==> config.mk <==
export PLATFORM = sky130hd
export DESIGN_NAME = pwm_pulse_monitor
export DESIGN_NICKNAME = d
export VERILOG_FILES = /design/src/rtl/pwm_mon_pkg.sv /design/src/rtl/pwm_mon_edge.sv /design/src/rtl/pwm_pulse_monitor.sv
export SDC_FILE = /design/constraint.sdc
export NUM_CORES = 1
export LEC_CHECK = 0
export BUFFER_PORTS_ARGS = -buffer_cell sky130_fd_sc_hd__buf_2
export CAP_MARGIN = 20
export CORE_MARGIN = 4
export CORE_UTILIZATION = 50
export DETAILED_ROUTE_END_ITERATION = 10
export PLACE_DENSITY = 0.73
export SYNTH_ARGS = -nofsm -noshare
export SYNTH_HDL_FRONTEND = slang
export SYNTH_SLANG_ARGS = --single-unit
==> constraint.sdc <==
create_clock -name PCLK -period 2.1 [get_ports PCLK]
set_input_delay 0.315 -clock PCLK [delete_from_list [all_inputs] [get_ports PCLK]]
set_output_delay 0.315 -clock PCLK [all_outputs]
set_load 0.005 [all_outputs]
==> src/rtl/pwm_mon_pkg.sv <==
// Shared definitions for the pwm pulse monitor: register offsets, bit indices, FSM states.
package pwm_mon_pkg;

  localparam logic [1:0] REG_CTRL   = 2'd0;
  localparam logic [1:0] REG_HIGH   = 2'd1;
  localparam logic [1:0] REG_PERIOD = 2'd2;
  localparam logic [1:0] REG_STATUS = 2'd3;

  localparam int unsigned CTRL_EN     = 0;
  localparam int unsigned CTRL_IRQ_EN = 1;
  localparam int unsigned CTRL_CLR    = 2;

  localparam int unsigned ST_VALID   = 0;
  localparam int unsigned ST_TIMEOUT = 1;
  localparam int unsigned ST_OVF     = 2;

  typedef enum logic [1:0] {
    IDLE,
    WAIT_RISE,
    HIGH,
    LOW
  } state_t;

  function automatic logic maj3(input logic a, input logic b, input logic c);
    return (a & b) | (a & c) | (b & c);
  endfunction

endpackage

==> src/rtl/pwm_mon_edge.sv <==
// Synchroniser, optional majority glitch filter (PWM_MON_FILTER_EN) and registered rise/fall pulses.
module pwm_mon_edge
  import pwm_mon_pkg::*;
(
  input  logic i_clk,
  input  logic i_rst,
  input  logic i_pwm,
  output logic o_rise,
  output logic o_fall
);

  logic [1:0] r_sync;
  logic       r_lvl_d;
  logic       r_rise;
  logic       r_fall;
  logic       w_lvl;

`ifdef PWM_MON_FILTER_EN
  logic [1:0] r_hist;
  logic       r_filt;

  // Two-of-three vote over consecutive samples; adds two cycles to both edges alike.
  always_ff @(posedge i_clk) begin
    if (i_rst) begin
      r_hist <= '0;
      r_filt <= 1'b0;
    end else begin
      r_hist <= {r_hist[0], r_sync[1]};
      r_filt <= maj3(r_sync[1], r_hist[0], r_hist[1]);
    end
  end

  assign w_lvl = r_filt;
`else
  assign w_lvl = r_sync[1];
`endif

  always_ff @(posedge i_clk) begin
    if (i_rst) begin
      r_sync  <= '0;
      r_lvl_d <= 1'b0;
      r_rise  <= 1'b0;
      r_fall  <= 1'b0;
    end else begin
      r_sync  <= {r_sync[0], i_pwm};
      r_lvl_d <= w_lvl;
      r_rise  <= w_lvl & ~r_lvl_d;
      r_fall  <= ~w_lvl & r_lvl_d;
    end
  end

  assign o_rise = r_rise;
  assign o_fall = r_fall;

endmodule

==> src/rtl/pwm_pulse_monitor.sv <==
// APB3 pulse monitor: measures high time and period of pwm_in, flags timeout/overflow.
// Build option PWM_MON_FILTER_EN enables the glitch filter inside pwm_mon_edge.
module pwm_pulse_monitor
  import pwm_mon_pkg::*;
#(
  parameter int unsigned CNT_W   = 24,
  parameter int unsigned TIMEOUT = 2_000_000
) (
  input  logic        PCLK,
  input  logic        PRESERN,
  input  logic        PSEL,
  input  logic        PENABLE,
  input  logic        PWRITE,
  input  logic [31:0] PADDR,
  input  logic [31:0] PWDATA,
  output logic        PREADY,
  output logic        PSLVERR,
  output logic [31:0] PRDATA,
  input  logic        pwm_in,
  output logic        irq
);

  localparam int unsigned       IDLE_W    = $clog2(TIMEOUT + 1);
  localparam logic [CNT_W-1:0]  CNT_MAX   = '1;
  localparam logic [IDLE_W-1:0] IDLE_LAST = IDLE_W'(TIMEOUT - 1);

  state_t             r_state;
  logic               r_en;
  logic               r_irq_en;
  logic               r_valid;
  logic               r_timeout;
  logic               r_ovf;
  logic [CNT_W-1:0]   r_high;
  logic [CNT_W-1:0]   r_period;
  logic [CNT_W-1:0]   r_cnt;
  logic [CNT_W-1:0]   r_hcnt;
  logic [IDLE_W-1:0]  r_idle;

  logic w_rise, w_fall, w_any_edge;
  logic w_wr, w_wr_ctrl, w_wr_stat, w_clr, w_en_nxt;
  logic w_cnt_sat, w_hcnt_sat;
  logic w_unused;

  pwm_mon_edge u_edge (
    .i_clk  (PCLK),
    .i_rst  (PRESERN),
    .i_pwm  (pwm_in),
    .o_rise (w_rise),
    .o_fall (w_fall)
  );

  assign w_any_edge = w_rise | w_fall;
  assign w_wr       = PSEL & PENABLE & PWRITE;
  assign w_wr_ctrl  = w_wr && (PADDR[3:2] == REG_CTRL);
  assign w_wr_stat  = w_wr && (PADDR[3:2] == REG_STATUS);
  assign w_clr      = w_wr_ctrl & PWDATA[CTRL_CLR];
  assign w_en_nxt   = w_wr_ctrl ? PWDATA[CTRL_EN] : r_en;
  assign w_cnt_sat  = (r_cnt == CNT_MAX);
  assign w_hcnt_sat = (r_hcnt == CNT_MAX);
  assign w_unused   = ^{PADDR[31:4], PADDR[1:0], PWDATA[31:3]};

  // Statement order sets priority: W1C, then hardware sets, then clr overrides everything.
  always_ff @(posedge PCLK) begin
    if (PRESERN) begin
      r_state   <= IDLE;
      r_en      <= 1'b0;
      r_irq_en  <= 1'b0;
      r_valid   <= 1'b0;
      r_timeout <= 1'b0;
      r_ovf     <= 1'b0;
      r_high    <= '0;
      r_period  <= '0;
      r_cnt     <= '0;
      r_hcnt    <= '0;
      r_idle    <= '0;
    end else begin
      if (w_wr_ctrl) begin
        r_en     <= PWDATA[CTRL_EN];
        r_irq_en <= PWDATA[CTRL_IRQ_EN];
      end
      if (w_wr_stat) begin
        if (PWDATA[ST_VALID])   r_valid   <= 1'b0;
        if (PWDATA[ST_TIMEOUT]) r_timeout <= 1'b0;
        if (PWDATA[ST_OVF])     r_ovf     <= 1'b0;
      end
      if (!r_en) begin
        r_state <= IDLE;
        r_cnt   <= '0;
        r_hcnt  <= '0;
        r_idle  <= '0;
      end else if (!w_any_edge && r_idle == IDLE_LAST) begin
        r_timeout <= 1'b1;
        r_state   <= WAIT_RISE;
        r_cnt     <= '0;
        r_hcnt    <= '0;
        r_idle    <= '0;
      end else begin
        r_idle <= w_any_edge ? '0 : r_idle + IDLE_W'(1);
        case (r_state)
          IDLE: r_state <= WAIT_RISE;
          WAIT_RISE: begin
            if (w_rise) begin
              r_state <= HIGH;
              r_cnt   <= CNT_W'(1);
              r_hcnt  <= CNT_W'(1);
            end
          end
          HIGH: begin
            if (w_cnt_sat) r_ovf <= 1'b1;
            else           r_cnt <= r_cnt + CNT_W'(1);
            if (w_fall)          r_state <= LOW;
            else if (w_hcnt_sat) r_ovf   <= 1'b1;
            else                 r_hcnt  <= r_hcnt + CNT_W'(1);
          end
          LOW: begin
            if (w_rise) begin
              r_high   <= r_hcnt;
              r_period <= r_cnt;
              r_valid  <= 1'b1;
              r_cnt    <= CNT_W'(1);
              r_hcnt   <= CNT_W'(1);
              r_state  <= HIGH;
            end else if (w_cnt_sat) begin
              r_ovf <= 1'b1;
            end else begin
              r_cnt <= r_cnt + CNT_W'(1);
            end
          end
          default: r_state <= IDLE;
        endcase
      end
      if (w_clr) begin
        r_high    <= '0;
        r_period  <= '0;
        r_valid   <= 1'b0;
        r_timeout <= 1'b0;
        r_ovf     <= 1'b0;
        r_cnt     <= '0;
        r_hcnt    <= '0;
        r_idle    <= '0;
        r_state   <= w_en_nxt ? WAIT_RISE : IDLE;
      end
    end
  end

  always_comb begin
    PRDATA = '0;
    case (PADDR[3:2])
      REG_CTRL:   PRDATA = {29'b0, 1'b0, r_irq_en, r_en};
      REG_HIGH:   PRDATA = 32'(r_high);
      REG_PERIOD: PRDATA = 32'(r_period);
      REG_STATUS: PRDATA = {29'b0, r_ovf, r_timeout, r_valid};
      default:    PRDATA = '0;
    endcase
  end

  assign PREADY  = 1'b1;
  assign PSLVERR = 1'b0;
  assign irq     = r_irq_en & (r_valid | r_timeout);

endmodule

== Word-level counts from Yosys, hierarchy flattened ==
Index checks and enable logic that the tools add are counted.

* $add $sub $neg: 3
* Eq/ne operators: 15
* Muxes and demuxes: 35
* Bitwise operators: 12
* Reduce and logical (&&, ||, !) cells: 16

{| class="wikitable"
|+ Operators with widths
! operator !! number
|-
| 32-bit one-hot mux with 4 select lines || 1
|-
| 24-bit two-way mux || 5
|-
| 24-bit one-hot mux with 3 select lines || 1
|-
| 24-bit by 1-bit adder with 24-bit output, second input constant || 2
|-
| 24-bit equality test, second input constant || 2
|-
| 24-bit one-hot mux with 2 select lines || 1
|-
| 21-bit by 1-bit adder with 21-bit output, second input constant || 1
|-
| 21-bit equality test, second input constant || 1
|-
| 1-bit two-way mux || 20
|-
| 2-bit two-way mux || 5
|-
| 2-bit equality test, second input constant || 4
|-
| 4-bit AND reduction || 2
|-
| 1-bit AND || 6
|-
| 2-bit one-hot mux with 3 select lines || 1
|-
| 5-bit by 2-bit != test with 1-bit output, second input constant || 1
|-
| 5-bit by 4-bit != test with 1-bit output, second input constant || 1
|-
| 5-bit OR reduction || 1
|-
| 2-bit by 1-bit equality test with 1-bit output, second input constant || 2
|-
| 2-bit logical NOT || 2
|-
| 2-bit by 1-bit != test with 1-bit output, second input constant || 2
|-
| 2-bit != test, second input constant || 2
|-
| 1-bit inverter || 4
|-
| 2-bit AND reduction || 2
|-
| 2-bit OR reduction || 2
|-
| other kinds (7) || 10
|}

* Register bits after elaboration: 129
* Bits of input ports: 70
* Output and inout bits: 35

== Logic depth before layout (Yosys ltp) ==
* Depth after elaboration: 10
* Gate-level depth with buffers: 8

== Hierarchy ==
A second synthesis with hierarchy kept.

* Cell total of the unflattened synthesis: 713
* Area total of the unflattened synthesis: 5938.2 um2

{| class="wikitable"
|+ By module, submodules not included
! module !! times used !! cells each !! area each (um2) !! sequential area each (um2)
|-
| pwm_pulse_monitor || 1 || 703 || 5804.3 || 2482.4
|-
| pwm_mon_edge || 1 || 10 || 133.9 || 100.1
|}

== Worst setup path after synthesis ==
OpenSTA, ideal clock, no wires.

* Path kind: reg2reg
* Start: reg r_hcnt[0]
* End: reg r_hcnt[20]
* Setup time: 0.117 ns
* Arrival time: 1.849 ns
* Path slack: 0.134 ns
* Cell stages (with the launch flop): 8
* Period minus slack after synthesis: 1.966 ns
* Cell sequence: dfxtp_1 -> ha_1 -> nand4_1 -> or4_1 -> clkbuf_1 -> a211oi_1 -> xnor2_1 -> nor2_1

* Cells in the longest elaborated chain, start to end: 4
* Elaborated cells between the ends (all ways): 7
* Classes of those cells: add/sub (1); eq/ne (2); mux (3); reduce/logical (1)

{| class="wikitable"
|+ Ends and longest elaborated chain
! element !! line !! source
|-
| start, declared || pwm_pulse_monitor.sv:36 || <nowiki>logic [CNT_W-1:0] r_hcnt;</nowiki>
|-
| start signal, assigned || pwm_pulse_monitor.sv:113 || <nowiki>else r_hcnt <= r_hcnt + CNT_W'(1);</nowiki>
|-
| 24-bit by 1-bit adder with 24-bit output || pwm_pulse_monitor.sv:113 ||
|-
| 24-bit two-way mux || pwm_pulse_monitor.sv:112 || <nowiki>else if (w_hcnt_sat) r_ovf <= 1'b1;</nowiki>
|-
| 24-bit two-way mux || pwm_pulse_monitor.sv:111 || <nowiki>if (w_fall) r_state <= LOW;</nowiki>
|-
| 24-bit one-hot mux with 2 select lines || pwm_pulse_monitor.sv:99 || <nowiki>case (r_state)</nowiki>
|}

Several ways; a longest one is shown, not always the timed one. The select of a mux whose other input is x is not followed.
A chain may end at the register's enable or synchronous reset.

== Final worst setup path ==
* Start: reg r_hcnt[0]
* End: reg r_hcnt[17]

Same word-level chain as after synthesis.

==> flow_summary_export.csv <==
group,metric,value,unit
timing,worst_slack,0.119,ns
synthesis,ys_warn_count,0,
critical_path,worstPathRequired,2.45,ns
timing,max_freq,505,MHz
critical_path,critical_path.max_stage_delay,0.47,ns
critical_path,worstSetupStartpointType,"flip-flop",
global_route,use_met2,34.6,%
global_route,grt_pass1_vias,4961,
placement,hpwl,9.93,mm
global_route,antenna_found_initial,0,
floorplan,die_x,116,um
cts,cts_tree,"yes",
placement,portBuffers,35,
cts,cts_sinks,129,
detailed_routing,drc_errors,0,
critical_path,cp_num_buf_inv,2,
final_layout,area_growth,20.9,%
pwr,p_int,4.48,mW
synthesis,synth-async-reset-ratio,0,%
status,status,"finished, final reports clean",
floorplan,start_util,51.2,%
final_layout,antenna_cells,0,
detailed_routing,totalWireLength,14.3,mm
synthesis,synth_seq_cells,129,
floorplan,dieArea,13500,um^2
detailed_routing,via_per_inst,5.76,
synthesis,syn-instance-count,710,
final_layout,fin_cells,930,
floorplan,std_cell_rows,39,
final_layout,final_cell_mix,"dfxtp_1, nand2_1, nor2_1",
final_layout,fin_nets,849,
pwr,vdd_ir_drop_max,0.780,mV
pwr,switching_share,20.0,%
pwr,clkPwrFrac,54.7,%
global_route,use_met3,5.18,%
synthesis,yosysSeqAreaShare,44.0,%
timing,rsz0062_at_grt,"no",
critical_path,cp_top_family,"simple AND/OR/NAND/NOR gates",
floorplan,core,11500,um^2
floorplan,io_pins,105,
detailed_routing,drtIter0Drc,528,
placement,post-place-cells,900,
global_route,grt.busiest_layer,"met2",
critical_path,cp_max_fo,17,
cts,cts_hold_buf,0,
critical_path,crit_arrival,2.33,ns
cts,htreeDepth,4,
synthesis,synth_edf_count,0,
placement,placed_area,6460,um^2
cts,clk-insertion-delay-late,0.42,ns
timing,setup_viol,0,
timing,tightestPinTransition,0.533,ns
timing,finalHoldViolCount,0,
pwr,p_per_area,789,nW/um^2
timing,finalSetupTns,0,ns
critical_path,slowest_stage,"or4_1",
placement,gp_congestion,0.863,
min_path,hold_path.class,"in -> reg",
critical_path,crit_type,"reg -> reg",
floorplan,die_h,116,um
detailed_routing,detail_route.wl_per_cell,15.4,um
global_route,grt_pass1_wl,24.1,mm
final_layout,final_common_cell,"dfxtp_1",
global_route,grt_start_max_net_pins,52,
placement,place_ws,0.0365,ns
final_layout,final_cell_area,7100,um^2
cts,cts_buffer_depth,2,
detailed_routing,first_pass_iters,7,
critical_path,crit_chain,"ha_1 -> nand4_1 -> nor4_1 -> buf_4 -> a21o_1 -> buf_4 -> or4_1 -> a21oi_1",
detailed_routing,antenna_left,0,
synthesis,synth.distinct_cells,51,
synthesis,synth_area,5870,um^2
critical_path,endpoint_kind,"flip-flop",
cts,clkSlewWorstSetupHoldPaths,0.06,ns
final_layout,drive_gt1_share,17.8,%
global_route,grt_overflow,0,
pwr,power.switching,1.12,mW
timing,layout_min_cycle_time,1.98,ns
global_route,grt_usage,22.4,%
critical_path,cp_common_cell,"buf_4",
timing,hold_ws,0.110,ns
pwr,sequentialPowerShare,43.8,%
timing,min_period_over_period,94.3,%
timing,slew_viol_final,0,
timing,max-slew-margin-rel,64.5,%
global_route,grt_use_met1,30.6,%
pwr,p_leak,2.41,nW
cts,numCtsBuffers,17,
pwr,p_comb_share,1.5,%
flow_run,maxCapViolations,0,
timing,finClkSkew,0.0114,ns
cts,root_buffer,"clkbuf_16",
detailed_routing,vias,5361,
synthesis,syn_avg_cell_area,8.27,um^2
synthesis,yosys_most_used_dff,"dfxtp_1",
==> repair_timing <==
item	4_1_cts	5_1_grt
setup buffers	0	0
resized for setup	0	8
setup endpoints to repair	0	29
hold endpoints to repair	0	0
==> area by class of cell <==
class                      instances  area (um^2)
clock buffer                      20          447
timing repair buffer              90          626
sequential                       129         2580
clock inverter                    10          159
tap                              143          179
fill                             941         4370
inverter                           8         30.0
multi-input combinational        530         3080
==> sequential cells by signal, indices dropped and copies added, names as in the netlist <==
register,cells
r_period,24
r_state,2
r_valid,1
u_edge.r_sync,2
r_ovf,1
u_edge.r_lvl_d,1
r_high,24
r_irq_en,1
r_en,1
r_cnt,24
r_idle,21
r_hcnt,24
r_timeout,1
u_edge.o_fall,1
u_edge.o_rise,1
==> per-layer routing <==
layer  routed length [um]  vias to the layer above  part of all wire, %
met5                    0                        -                    0
met3                  960                       27                  6.7
met2                 6630                      186                   46
met1                 6450                     2534                   45
met4                  289                        0                  2.0
li1                     -                     2614                    -
==> power groups by stage <==
stage / registers, mW / logic [mW] / clock network, mW
6_report: 2.45 / 0.0844 / 3.06
5_1_grt: 2.45 / 0.0939 / 3.20
4_1_cts: 2.45 / 0.0838 / 3.09
3_5_place_dp: 2.51 / 0.0831 / 0
3_3_place_gp: 2.51 / 0.0817 / 0
2_1_floorplan: 2.51 / 0.0656 / 0
==> worst paths after layout <==
path,start,slack (ns),depth (start not counted),endpoint
worst max-delay path,r_hcnt[0],0.12,8,r_hcnt[17]
worst min-delay path,pwm_in,0.11,2,u_edge.r_sync[0]
worst max register to register,r_hcnt[0],0.12,8,r_hcnt[17]
worst min register to register,u_edge.r_lvl_d,0.40,1,u_edge.o_rise
==> per-stage QoR <==
step	utilization, %	total power, mW
2_1_floorplan	-	2.57
3_3_place_gp	56.3	2.59
3_5_place_dp	56.3	2.59
4_1_cts	61.6	5.62
5_1_grt	61.9	5.75
6_report	61.9	5.60
==> synthesized netlist by cell type (3+ instances only) <==
master	count	area [um^2]
nor2_1	70	263
a21oi_1	68	340
nor3b_1	3	22.5
a22o_1	22	193
nor2b_1	6	37.5
nor3_1	11	55.1
mux2i_1	5	50.1
nand2_1	124	465
ha_1	3	37.5
a21o_1	4	30.0
a211oi_1	3	22.5
o211ai_1	6	45.0
o2111ai_1	6	52.6
dfxtp_1	129	2580
xnor2_1	24	210
or3_1	8	50.1
nor4_1	11	68.8
o21ai_0	13	65.1
and4_1	6	52.6
buf_2	15	75.1
inv_1	8	30.0
nand2b_1	6	37.5
buf_4	10	75.1
or2_2	3	18.8
xor2_1	23	201
and3_1	10	62.6
clkbuf_1	25	93.8
or4_1	10	75.1
nand3_1	21	105
nand4_1	27	169
and2_1	3	18.8
==> logic make-up after synthesis <==
logic type                 synth area share [%]
AOI/OAI and AO/OA                          14.4
xor gates and xnor gates                   7.01
adders and majority gates                 0.639
buffers and inverters                      4.73
DFF                                        44.0
muxes                                      1.81
other                                     0.128
and+or+nand+nor                            27.3
Power figures use the tool's default switching activity.
